**src/rtl/dequeue_logic_pkg.sv**
```systemverilog
// dequeue_logic_pkg: definitions shared by the egress dequeue path and the
// enqueue side of the switch.
//   - FSM state encoding for dequeue_logic
//   - queue_number / pointer / length field widths
//   - front_update word layout {queue_number, next_ptr} and a packing helper
package dequeue_logic_pkg;

    localparam int PRIO_W  = 3;
    localparam int NUM_Q   = 1 << PRIO_W;
    localparam int QNUM_W  = 8;
    localparam int PTR_W   = 16;
    localparam int LEN_W   = 11;
    localparam int TIME_W  = 16;
    localparam int FRONT_W = QNUM_W + PTR_W;

    localparam logic [2:0] ST_IDLE   = 3'd0;
    localparam logic [2:0] ST_REQ    = 3'd1;
    localparam logic [2:0] ST_WAIT   = 3'd2;
    localparam logic [2:0] ST_CHECK  = 3'd3;
    localparam logic [2:0] ST_TX     = 3'd4;
    localparam logic [2:0] ST_UPDATE = 3'd5;

    typedef struct packed {
        logic [QNUM_W-1:0] queue_number;
        logic [PTR_W-1:0]  next_ptr;
    } front_update_t;

    function automatic front_update_t pack_front(input logic [QNUM_W-1:0] qnum,
                                                 input logic [PTR_W-1:0]  ptr);
        front_update_t f;
        f.queue_number = qnum;
        f.next_ptr     = ptr;
        return f;
    endfunction

endpackage

```
**src/rtl/dequeue_logic_prio_select8.sv**
```systemverilog
// prio_select8: combinational highest-set-index picker.
//   req   [7:0]  candidate bits, bit 7 is the highest priority
//   idx   [2:0]  index of the highest set bit (0 when none set)
//   found        at least one bit set
module prio_select8
    import dequeue_logic_pkg::*;
(
    input  logic [NUM_Q-1:0]  req,
    output logic [PRIO_W-1:0] idx,
    output logic              found
);

    always_comb begin
        idx   = '0;
        found = 1'b0;
        // ascending scan: the last hit is the highest index
        for (int i = 0; i < NUM_Q; i++) begin
            if (req[i]) begin
                idx   = PRIO_W'(i);
                found = 1'b1;
            end
        end
    end

endmodule

```
**src/rtl/dequeue_logic.sv**
```systemverilog
// dequeue_logic: transmit-side scheduler for one egress port.
// Picks the highest-priority eligible queue under the current GCL entry,
// fetches its head descriptor, applies the guard-band check, hands the frame
// to the MAC and finally returns the front-pointer update and freed bytes.
//
// Ports
//   clk_in, rst_n           clock, synchronous active-low reset
//   dequeue_busy_n          1 = new frames may be started
//   queue_nonempty, gate_open, gate_time_left, gate_reload   queue / GCL status
//   desc_req, desc_queue    descriptor read request (1-cycle pulse)
//   desc_valid, desc_*      descriptor return
//   tx_start, tx_length, type_cur, tx_done                   MAC handshake
//   front_update_valid, front_update                         queue manager update
//   bm_release_valid, bm_release                             buffer manager release
//   dequeue_rdy             idle and allowed to start
//   desc_err                sticky descriptor timeout flag
//
// state     | meaning
// ----------+-------------------------------------------------------------
// ST_IDLE   | choose highest eligible queue when allowed
// ST_REQ    | one-cycle descriptor request
// ST_WAIT   | wait for descriptor, bounded by DESC_TIMEOUT cycles
// ST_CHECK  | guard band: frame must fit in the remaining gate time
// ST_TX     | frame handed to MAC, wait for tx_done
// ST_UPDATE | one-cycle front pointer update and buffer release
module dequeue_logic
    import dequeue_logic_pkg::*;
#(
    parameter int PORT_W       = 5,
    parameter int PORT_ID      = 0,
    parameter int DESC_TIMEOUT = 16
) (
    input  logic               clk_in,
    input  logic               rst_n,
    input  logic               dequeue_busy_n,
    input  logic [NUM_Q-1:0]   queue_nonempty,
    input  logic [NUM_Q-1:0]   gate_open,
    input  logic [TIME_W-1:0]  gate_time_left,
    input  logic               gate_reload,
    output logic               desc_req,
    output logic [QNUM_W-1:0]  desc_queue,
    input  logic               desc_valid,
    input  logic [LEN_W-1:0]   desc_frame_length,
    input  logic [PTR_W-1:0]   desc_next_ptr,
    input  logic               desc_type,
    output logic               tx_start,
    output logic [LEN_W-1:0]   tx_length,
    input  logic               tx_done,
    output logic               front_update_valid,
    output logic [FRONT_W-1:0] front_update,
    output logic               bm_release_valid,
    output logic [LEN_W-1:0]   bm_release,
    output logic               dequeue_rdy,
    output logic               type_cur,
    output logic               desc_err
);

    localparam int                TMO_W    = $clog2(DESC_TIMEOUT + 1);
    localparam logic [TMO_W-1:0]  TMO_LAST = TMO_W'(DESC_TIMEOUT - 1);
    localparam logic [PORT_W-1:0] PORT_SEL = PORT_W'(PORT_ID);

    logic [2:0]        state;
    logic [PRIO_W-1:0] prio_q;
    logic [LEN_W-1:0]  len_q;
    logic [PTR_W-1:0]  ptr_q;
    logic              type_q;
    logic [NUM_Q-1:0]  blocked_mask;
    logic [TMO_W-1:0]  tmo_cnt;
    logic              tx_start_q;
    logic [LEN_W-1:0]  tx_length_q;
    logic              type_cur_q;
    logic              desc_err_q;

    logic [NUM_Q-1:0]  eligible;
    logic [PRIO_W-1:0] sel_idx;
    logic              sel_found;
    logic [QNUM_W-1:0] qnum;
    logic              fits;
    logic              upd_act;

    assign eligible = queue_nonempty & gate_open & ~blocked_mask;

    prio_select8 u_prio_select8 (
        .req   (eligible),
        .idx   (sel_idx),
        .found (sel_found)
    );

    assign qnum = QNUM_W'({PORT_SEL, prio_q});
    assign fits = (TIME_W'(len_q) <= gate_time_left);

    always_ff @(posedge clk_in) begin
        if (!rst_n) begin
            state        <= ST_IDLE;
            prio_q       <= '0;
            len_q        <= '0;
            ptr_q        <= '0;
            type_q       <= 1'b0;
            blocked_mask <= '0;
            tmo_cnt      <= '0;
            tx_start_q   <= 1'b0;
            tx_length_q  <= '0;
            type_cur_q   <= 1'b0;
            desc_err_q   <= 1'b0;
        end else begin
            tx_start_q <= 1'b0;
            if (gate_reload) begin
                blocked_mask <= '0;
            end
            case (state)
                ST_IDLE: begin
                    if (dequeue_busy_n && sel_found) begin
                        prio_q <= sel_idx;
                        state  <= ST_REQ;
                    end
                end
                ST_REQ: begin
                    tmo_cnt <= '0;
                    state   <= ST_WAIT;
                end
                ST_WAIT: begin
                    if (desc_valid) begin
                        len_q  <= desc_frame_length;
                        ptr_q  <= desc_next_ptr;
                        type_q <= desc_type;
                        state  <= ST_CHECK;
                    end else if (tmo_cnt == TMO_LAST) begin
                        desc_err_q <= 1'b1;
                        state      <= ST_IDLE;
                    end else begin
                        tmo_cnt <= tmo_cnt + 1'b1;
                    end
                end
                ST_CHECK: begin
                    if (fits) begin
                        tx_start_q  <= 1'b1;
                        tx_length_q <= len_q;
                        type_cur_q  <= type_q;
                        state       <= ST_TX;
                    end else begin
                        // a new GCL entry arriving in the same cycle wins over the block
                        if (!gate_reload) begin
                            blocked_mask[prio_q] <= 1'b1;
                        end
                        state <= ST_IDLE;
                    end
                end
                ST_TX: begin
                    if (tx_done) begin
                        state <= ST_UPDATE;
                    end
                end
                ST_UPDATE: begin
                    state <= ST_IDLE;
                end
                default: begin
                    state <= ST_IDLE;
                end
            endcase
        end
    end

    // strobes are qualified with rst_n so an asserted reset silences them at once
    assign upd_act            = rst_n && (state == ST_UPDATE);
    assign desc_req           = rst_n && (state == ST_REQ);
    assign desc_queue         = desc_req ? qnum : '0;
    assign tx_start           = tx_start_q;
    assign tx_length          = tx_length_q;
    assign type_cur           = type_cur_q;
    assign front_update_valid = upd_act;
    assign front_update       = upd_act ? pack_front(qnum, ptr_q) : '0;
    assign bm_release_valid   = upd_act;
    assign bm_release         = upd_act ? len_q : '0;
    assign dequeue_rdy        = rst_n && (state == ST_IDLE) && dequeue_busy_n;
    assign desc_err           = desc_err_q;

endmodule
```
**config.mk**
```make
export PLATFORM = sky130hd
export DESIGN_NAME = dequeue_logic
export DESIGN_NICKNAME = d
export VERILOG_FILES = /design/src/rtl/dequeue_logic_pkg.sv /design/src/rtl/dequeue_logic_prio_select8.sv /design/src/rtl/dequeue_logic.sv
export SDC_FILE = /design/constraint.sdc
export NUM_CORES = 1
export LEC_CHECK = 0
export ABC_AREA = 1
export CAP_MARGIN = 20
export CORE_UTILIZATION = 44
export CTS_BUF_LIST = sky130_fd_sc_hd__clkbuf_8
export DETAILED_ROUTE_END_ITERATION = 6
export GPL_TIMING_DRIVEN = 0
export PLACE_DENSITY = 0.82
export SYNTH_ARGS = -nofsm -noshare
export SYNTH_HDL_FRONTEND = slang
export SYNTH_SLANG_ARGS = --single-unit
```
**constraint.sdc**
```tcl
create_clock -name clk_in -period 2.2 [get_ports clk_in]
set_input_delay 0.44 -clock clk_in [delete_from_list [all_inputs] [get_ports clk_in]]
set_output_delay 0.44 -clock clk_in [all_outputs]
set_load 0.005 [all_outputs]
```
# [Word-level counts from Yosys, hierarchy flattened]
# Cells that the tools add are included.
# Widths: inputs -> output; s select.
[op_classes] add_sub_neg=1 n_lt_le_gt_ge=3 eq_ne=11 muxes=35 n_bitwise=5 n_reduce_logical=15
[ops] op="$mux 8" n=5
[ops] op="$mux 3" n=10
[ops] op="$mux 19" n=1
[ops] op="$and 8x8->8" n=2
[ops] op="$le 11x16->1" n=1
[ops] op="$pmux 3 s5" n=1
[ops] op="$mux 1" n=11
[ops] op="$mux 11" n=1
[ops] op="$mux 5" n=2
[ops] op="$pmux 5 s2" n=1
[ops] op="$reduce_and 3->1" n=3
[ops] op="$ne 2x2->1 const B" n=4
[ops] op="$not 8->8" n=1
[ops] op="$or 8x8->8" n=1
[ops] op="$reduce_and 2->1" n=4
[ops] op="$eq 3x2->1 const B" n=2
[ops] op="$eq 3x3->1 const B" n=2
[ops] op="$logic_and 1x1->1" n=6
[ops] op="$add 5x1->5 const B" n=1
[ops] op="$eq 5x4->1 const B" n=1
[ops] op="$lt 3x4->1 const B" n=1
[ops] op="$mux 2" n=2
[ops] op="$demux 1 s3" n=1
[ops] op="$eq 3x1->1 const B" n=1
[ops] op="other kinds (5)" n=5
[word_totals] reg_bits=61 elab_cells=81

# [Depth between registers and ports, before layout]
# Gate-level depths: netlist (run 1).
[logic_depth] word_depth=13 mapped_depth=16 mapped_depth_nobuf=15

# [Hierarchy]
# From an unflattened synthesis (run 1), not the netlist that was laid out.
[hier_totals] cells_unflattened=455 area_unflattened_um2=3109.2
[modules_own_cells] module="dequeue_logic" instances=1 cells_each=435 area_each_um2=3031.7 seq_area_each_um2=1221.2
[modules_own_cells] module="prio_select8" instances=1 cells_each=20 area_each_um2=77.6 seq_area_each_um2=0.0

# [Least setup slack after synthesis (run 1)]
# OpenSTA, ideal clock, no wires.
[synth_timing] kind="in2reg" startpoint="input gate_time_left[9]" endpoint="register tx_length_q[10] (netlist: tx_length[10])" setup_ns=0.115 arrival_time_ns=1.641 required_ns=2.085 slack_ns=0.444 cell_stages=11 n_path_buf=1 path_cell_list="inv_1 -> ha_1 -> a21oi_1 -> nor2_1 -> o21ai_0 -> nand2_2 -> nand2_4 -> buf_6 -> nand3_1 -> nand2_1 -> nor2_1"
[synth_between] elab_chain_cells=2
[synth_rtl] item="start, declared" line="dequeue_logic.sv:38" text="input logic [TIME_W-1:0] gate_time_left,"
[synth_rtl] item="$le 11x16->1" line="dequeue_logic.sv:90" text="assign fits = (TIME_W'(len_q) <= gate_time_left);"
[synth_rtl] item="$reduce_and 2->1 (no source line)"
[synth_rtl] item="end signal, assigned" line="dequeue_logic.sv:137" text="tx_length_q <= len_q;"
[synth_rtl] item="end, declared" line="dequeue_logic.sv:70" text="logic [LEN_W-1:0] tx_length_q;"
# No other way between the ends.
# A chain may end at the register's enable or synchronous reset.

# [Worst setup path after layout (run 1)]
[layout_timing] startpoint="input rst_n" endpoint="output dequeue_rdy"
[layout_between] elab_chain_cells=2
[layout_rtl] item="start, declared" line="dequeue_logic.sv:34" text="input logic rst_n,"
[layout_rtl] item="$logic_and 1x1->1 (2 in a row)" line="dequeue_logic.sv:174" text="assign dequeue_rdy = rst_n && (state == ST_IDLE) && dequeue_busy_n;"
[layout_rtl] item="end, declared" line="dequeue_logic.sv:53" text="output logic dequeue_rdy,"
# No other way between the ends.

==> results.yml, run 1 <==
run:
  drv_cap: 0
cells_and_area:
  fin_util: 0.6840
  syn_to_final_growth_pct: 50.55
  num-nets-final: 664
  drive_above_1_share: 0.09831
  diodes: 0
timing:
  max_freq_ghz: 0.4708
  setup_viol: 0
  final.setup_skew_ns: 0.004755
  timing.final.crit_share: 0.9654
  finalHoldViolations: 0
  rsz0062_at_grt: "no"
  setup_ws_ns: 0.07610
  slew_viol_final: 0
  whs_ns: 0.4535
  final.min_clock_period_ns: 2.124
pwr:
  p_int_w: 0.002165
  p_leak_nw: 2.084
  seqPwrFrac: 0.421
  power_frac_clock: 0.319
  pwr_density_cell_nw_per_um2: 677.9
  p_sw_w: 0.0009853
  ir_drop_mv: 0.4211
  combPwrFrac: 0.260
  netSwitchingFraction: 0.3128
placed_design:
  gp_congestion: 0.8532
  dpl_worst_slack_ns: -0.8538
  hpwl_um: 6457
  port_buffers: 116
global_routing:
  grt_max_degree: 12
  gr-total-overflow: 0
  grt_pass1_wl_um: 13870
  grt_pass1_vias: 3240
  grtUsageTotal: 0.2391
  antenna_found_initial: 0
detailed_routing:
  num_vias: 3341
  vias_per_cell: 4.870
  wl_um: 8249
  drtIter0Drc: 167
  drc: 0
  antenna_left: 0
  dr.pass1.iters: 5
  avgRoutedWirePerCell_um: 12.02
yosys:
  netlist_area_um2: 3087
  ys_types: 28
  synthCells: 446
  ys_ff_latch: 61
  synth_top_flop_cell: "dfxtp_1"
  async_flop_share: 0
  avgSynthCellArea_um2: 6.921
  synthTopCellsByArea: "dfxtp_1 40%, a21oi_1 9.4%, nor2_1 9.2%"
  synth_top_area_share: 0.3956
  seq_area_frac_synth: 0.3956
  synth_edf_count: 0
  yosys.area.top_type: "dfxtp_1"
  ys_warn_count: 0
die:
  std_cell_rows: 30
  ios: 127
  dieWidth_um: 85.76
  die_area_um2: 7354
  core_area_um2: 6794
  initial_core_util: 0.4543
  fp.dieH_um: 85.76
setup_path:
  critPathKind: "in2out"
  cp.arrival_ns: 1.68
  cp_max_fo: 10
  start_kind: "input port"
  critPathRequiredTime_ns: 1.76
  worst_setup_path_end_kind: "output port"
status:
  status: "complete, no violations"
min_path:
  hold_path_class: "reg2reg"
clocking:
  cts_tree: "done"
  path_clk_slew_ns: 0.07
  cts-hold-fix-buffers: 0
  ctsHtreeMaxLevel: 3
  cts_inserted_buffers: 9
  cts.sinks: 61
  clock_path_buffers: 2
  worstSkewPairLatency_ns: 0.34
  root_buffer: "clkbuf_8"
worst paths after layout:
path	start	end	slack (ns)	cells past startpoint
min reg2reg	ptr_q[13]	ptr_q[13]	0.45	2
max reg2reg	tmo_cnt[0]	tmo_cnt[3]	0.38	10
max	rst_n	dequeue_rdy	0.08	5
min	ptr_q[13]	ptr_q[13]	0.45	2
cells in the mapped netlist (all sizes together), types with 6 or more instances:
master  instances
nor2           77
inv            69
dfxtp          61
a21oi          59
nand2          56
o21ai          37
buf            19
nand3          15
ha             13
clkbuf         11
nand4           8
nor3            8
nand3b          6
metal layers:
metal,vias up,part of all wire,global-route usage,wire (µm)
li1,1691,-,-,-
met1,1515,0.44,0.2830,3601
met2,122,0.47,0.4015,3910
met3,13,0.068,0.06160,565
met4,0,0.021,0.1212,171
met5,-,0,0,0
state kept, by name (all words and copies together), names as in the netlist, 3 cells and up:
signal,cells
blocked_mask,8
len_q,11
prio_q,3
ptr_q,16
state,3
tmo_cnt,5
tx_length,11
critical path: stages:
cell and delay, ns:
dlygate4sd2_1 0.29, clkbuf_2 0.27, nand2_1 0.07, nor2_1 0.11
clkdlybuf4s50_1 0.50
through the flow:
stage	setup TNS, ns	power (W)	area [µm²]	instances
finish	0	0.003150	4647	686
global route	0	0.003350	4647	686
CTS	0	0.003164	4629	685
floorplan	0	0.001815	3120	455
global placement	-29.23	0.002102	4402	667
detailed placement	-28.10	0.002144	4402	667
area by class of cell:
| class | instances | area, µm² |
|---|---|---|
| fill | 604 | 2147 |
| multi-input combinational | 295 | 1496 |
| sequential | 61 | 1224 |
| timing repair buffer | 119 | 1141 |
| inverter | 69 | 259.0 |
| buffer | 30 | 206.4 |
| clock buffer | 10 | 137.6 |
| tap | 96 | 120.1 |
| clock inverter | 6 | 62.56 |
layout by cell type, fill, tap and decap left out, drive strengths merged:
master and n:
clkdlybuf4s15 2, buf 22, a21oi 59, ha 13, clkinv 2, o21ai 37
nor3 8, dlygate4sd2 33, a31oi 1, nand2 56, dfxtp 61, nor2 77
bufinv 1, o211a 2, clkdlybuf4s50 80, nand3 15, o2111ai 1, clkinvlp 3
a21o 1, nand3b 6, inv 69, nor4 1, conb 10, clkbuf 22
nand4 8
power by group through the flow:
stage	logic [W]	registers [W]	clock network, W
after floorplan	0.000486	0.00133	0
after global placement	0.000764	0.00134	0
after detailed placement	0.000800	0.00134	0
after CTS	0.000819	0.00132	0.00102
after global routing	0.000931	0.00134	0.00108
final	0.000820	0.00132	0.00101
kinds of logic after synthesis:
group,count (synthesis),share of synthesized area
flip-flops,61,0.3956
AO/OA/AOI/OAI,101,0.1707
AND/OR/NAND/NOR,171,0.2392
adder cells (fa/ha/maj),13,0.05270
buffers and inverters,99,0.1407
other,1,0.001215
what timing repair did:
| action | CTS | global route |
|---|---|---|
| gates resized for setup | 57 | 7 |
| endpoints found under the setup margin | 37 | 31 |
| setup buffers | 2 | 1 |
| pin swaps | 1 | 2 |
| endpoints found under the hold margin | 0 | 0 |
(Power assumes the default switching activity.)
==> inputs of run 2 (changes only) <==
- CORE_ASPECT_RATIO: not set -> 2
- CTS_CLUSTER_DIAMETER: not set -> 200
==> run 2 against run 1 <==
Against the previous run:
- hold slack better by 0.0016 ns
- sequential power about the same
- first-iteration DRC count up 19%
- maximum frequency down 0.33%
- setup slack worse by 0.0071 ns
- clock power up 23%
- sequential cell count unchanged
- combinational power up 8.5%
- clock skew up 0.0011 ns
- via count up 0.60%
- critical path type is now reg2out
==> results.yml, run 2 (synthesized netlist as in run 1, its figures left out) <==
status:
  status: "complete, no violations"
pwr:
  pwr_density_cell_nw_per_um2: 733.3
  p_sw_w: 0.001028
  netSwitchingFraction: 0.2972
  power_frac_clock: 0.357
  p_int_w: 0.002432
  p_leak_nw: 2.137
  combPwrFrac: 0.257
  seqPwrFrac: 0.385
  power_w: 0.003460
  ir_drop_mv: 0.5427
setup_path:
  cp_max_fo: 4
  reg2reg_setup_slack_ns: 0.31
  crit_family: "buffers and inverters"
  worst_setup_path_end_kind: "output port"
  start_kind: "register"
  critPathKind: "reg2out"
  cp-startpoint: "state[2]"
  cp.arrival_ns: 1.69
  critPathRequiredTime_ns: 1.76
  slowest_stage: "clkdlybuf4s50_1"
  crit_path_cell_trace: "inv_1 > nor3_4 > buf_6 > clkdlybuf4s50_1"
  crit_buf_inv: 3
  slowest_delay_ns: 0.48
  ff2ff_path_depth: 10
  path_depth: 4
  r2r_start: "tmo_cnt[0]"
  r2r_end: "tmo_cnt[3]"
  critPathCapture: "bm_release_valid"
cells_and_area:
  final_area_um2: 4718
  diodes: 0
  top_register: "ptr_q"
  final_common_cell: "clkdlybuf4s50_1"
  largest_reg_flops: 16
  num-nets-final: 668
  fin_cells: 682
  drive_above_1_share: 0.1178
  layout_common_cells: "79 x clkdlybuf4s50_1, 71 x nor2_1, 63 x inv_1"
  syn_to_final_growth_pct: 52.86
clocking:
  clock_path_buffers: 2
  ctsHtreeMaxLevel: 3
  cts.sinks: 61
  cts-hold-fix-buffers: 0
  cts_inserted_buffers: 9
  worstSkewPairLatency_ns: 0.35
  cts_tree: "done"
  path_clk_slew_ns: 0.07
  root_buffer: "clkbuf_8"
detailed_routing:
  vias_per_cell: 4.928
  antenna_left: 0
  drc: 0
  dr.pass1.iters: 4
  wl_um: 9219
  drtIter0Drc: 198
  num_vias: 3361
  avgRoutedWirePerCell_um: 13.52
die:
  initial_core_util: 0.4625
  dieWidth_um: 61.23
  std_cell_rows: 42
  die_area_um2: 7375
  ios: 127
  core_area_um2: 6674
  fp.dieH_um: 120.5
placed_design:
  gp_congestion: 0.8817
  dpl_worst_slack_ns: -0.9093
  hpwl_um: 6897
  dpl.cell_count: 659
  port_buffers: 116
  placed_cell_area_um2: 4392
timing:
  timing.final.crit_share: 0.9686
  final.setup_skew_ns: 0.005823
  final.min_clock_period_ns: 2.131
  finalHoldViolations: 0
  max_freq_ghz: 0.4693
  setup_viol: 0
  setup_ws_ns: 0.06900
  slew_viol_final: 0
global_routing:
  grt_pass1_wl_um: 14280
  antenna_found_initial: 0
  grt_max_degree: 12
  grt_pass1_vias: 3257
  grtUsageTotal: 0.2647
  gr-total-overflow: 0
min_path:
  hold_path_class: "reg2reg"
run:
  drv_cap: 0
-- run 2: worst min-delay path: stages (launching register included) --
cell	delay [ns]
dfxtp_1	0.30
inv_1	0.06
a21oi_1	0.05
-- run 2: per-stage QoR --
step,util,TNS [ns],hold slack [ns]
after floorplan,-,0,0.4300
after global placement,0.6580,-28.30,0.4403
after detailed placement,0.6580,-30.71,0.4459
after CTS,0.7029,-0.01875,0.4564
after global routing,0.7070,-0.01070,0.4815
final,0.7070,0,0.4551
-- run 2: cell type report --
| type | count | area, µm² |
|---|---|---|
| inverters | 69 | 259.0 |
| repair buffers | 123 | 1160 |
| fillers | 586 | 1956 |
| multi-input cells | 295 | 1511 |
| clock inverters | 6 | 110.1 |
| well taps | 88 | 110.1 |
| flip-flops and latches | 61 | 1224 |
| plain buffers | 30 | 206.4 |
| clock buffers | 10 | 137.6 |
-- run 2: repair_timing --
item | 4_1_cts | 5_1_grt
buffers inserted | 6 | 1
pin swaps | 3 | 7
resized for setup | 64 | 15
endpoints found under the setup margin | 37 | 49
-- run 2: worst min path at each step --
stage	start	to	cells after the start
global route	ptr_q[2]	ptr_q[2]	2
floorplan	ptr_q[10]	ptr_q[10]	2
CTS	ptr_q[6]	ptr_q[6]	2
detailed placement	ptr_q[6]	ptr_q[6]	2
finish	ptr_q[6]	ptr_q[6]	2
global placement	ptr_q[13]	ptr_q[13]	2
-- run 2: power by group through the flow --
stage | clock network (W) | registers (W) | logic [W]
finish | 0.00124 | 0.00133 | 0.000890
global route | 0.00129 | 0.00134 | 0.000998
detailed placement | 0 | 0.00135 | 0.000802
global placement | 0 | 0.00134 | 0.000776
CTS | 0.00124 | 0.00132 | 0.000860
floorplan | 0 | 0.00133 | 0.000486
-- run 2: metal layers --
| metal | global-route usage | part of all wire | vias to the layer above |
|---|---|---|---|
| li1 | - | - | 1695 |
| met2 | 0.4946 | 0.56 | 124 |
| met1 | 0.2476 | 0.34 | 1517 |
| met5 | 0 | 0 | - |
| met3 | 0.05455 | 0.057 | 25 |
| met4 | 0.1435 | 0.042 | 0 |
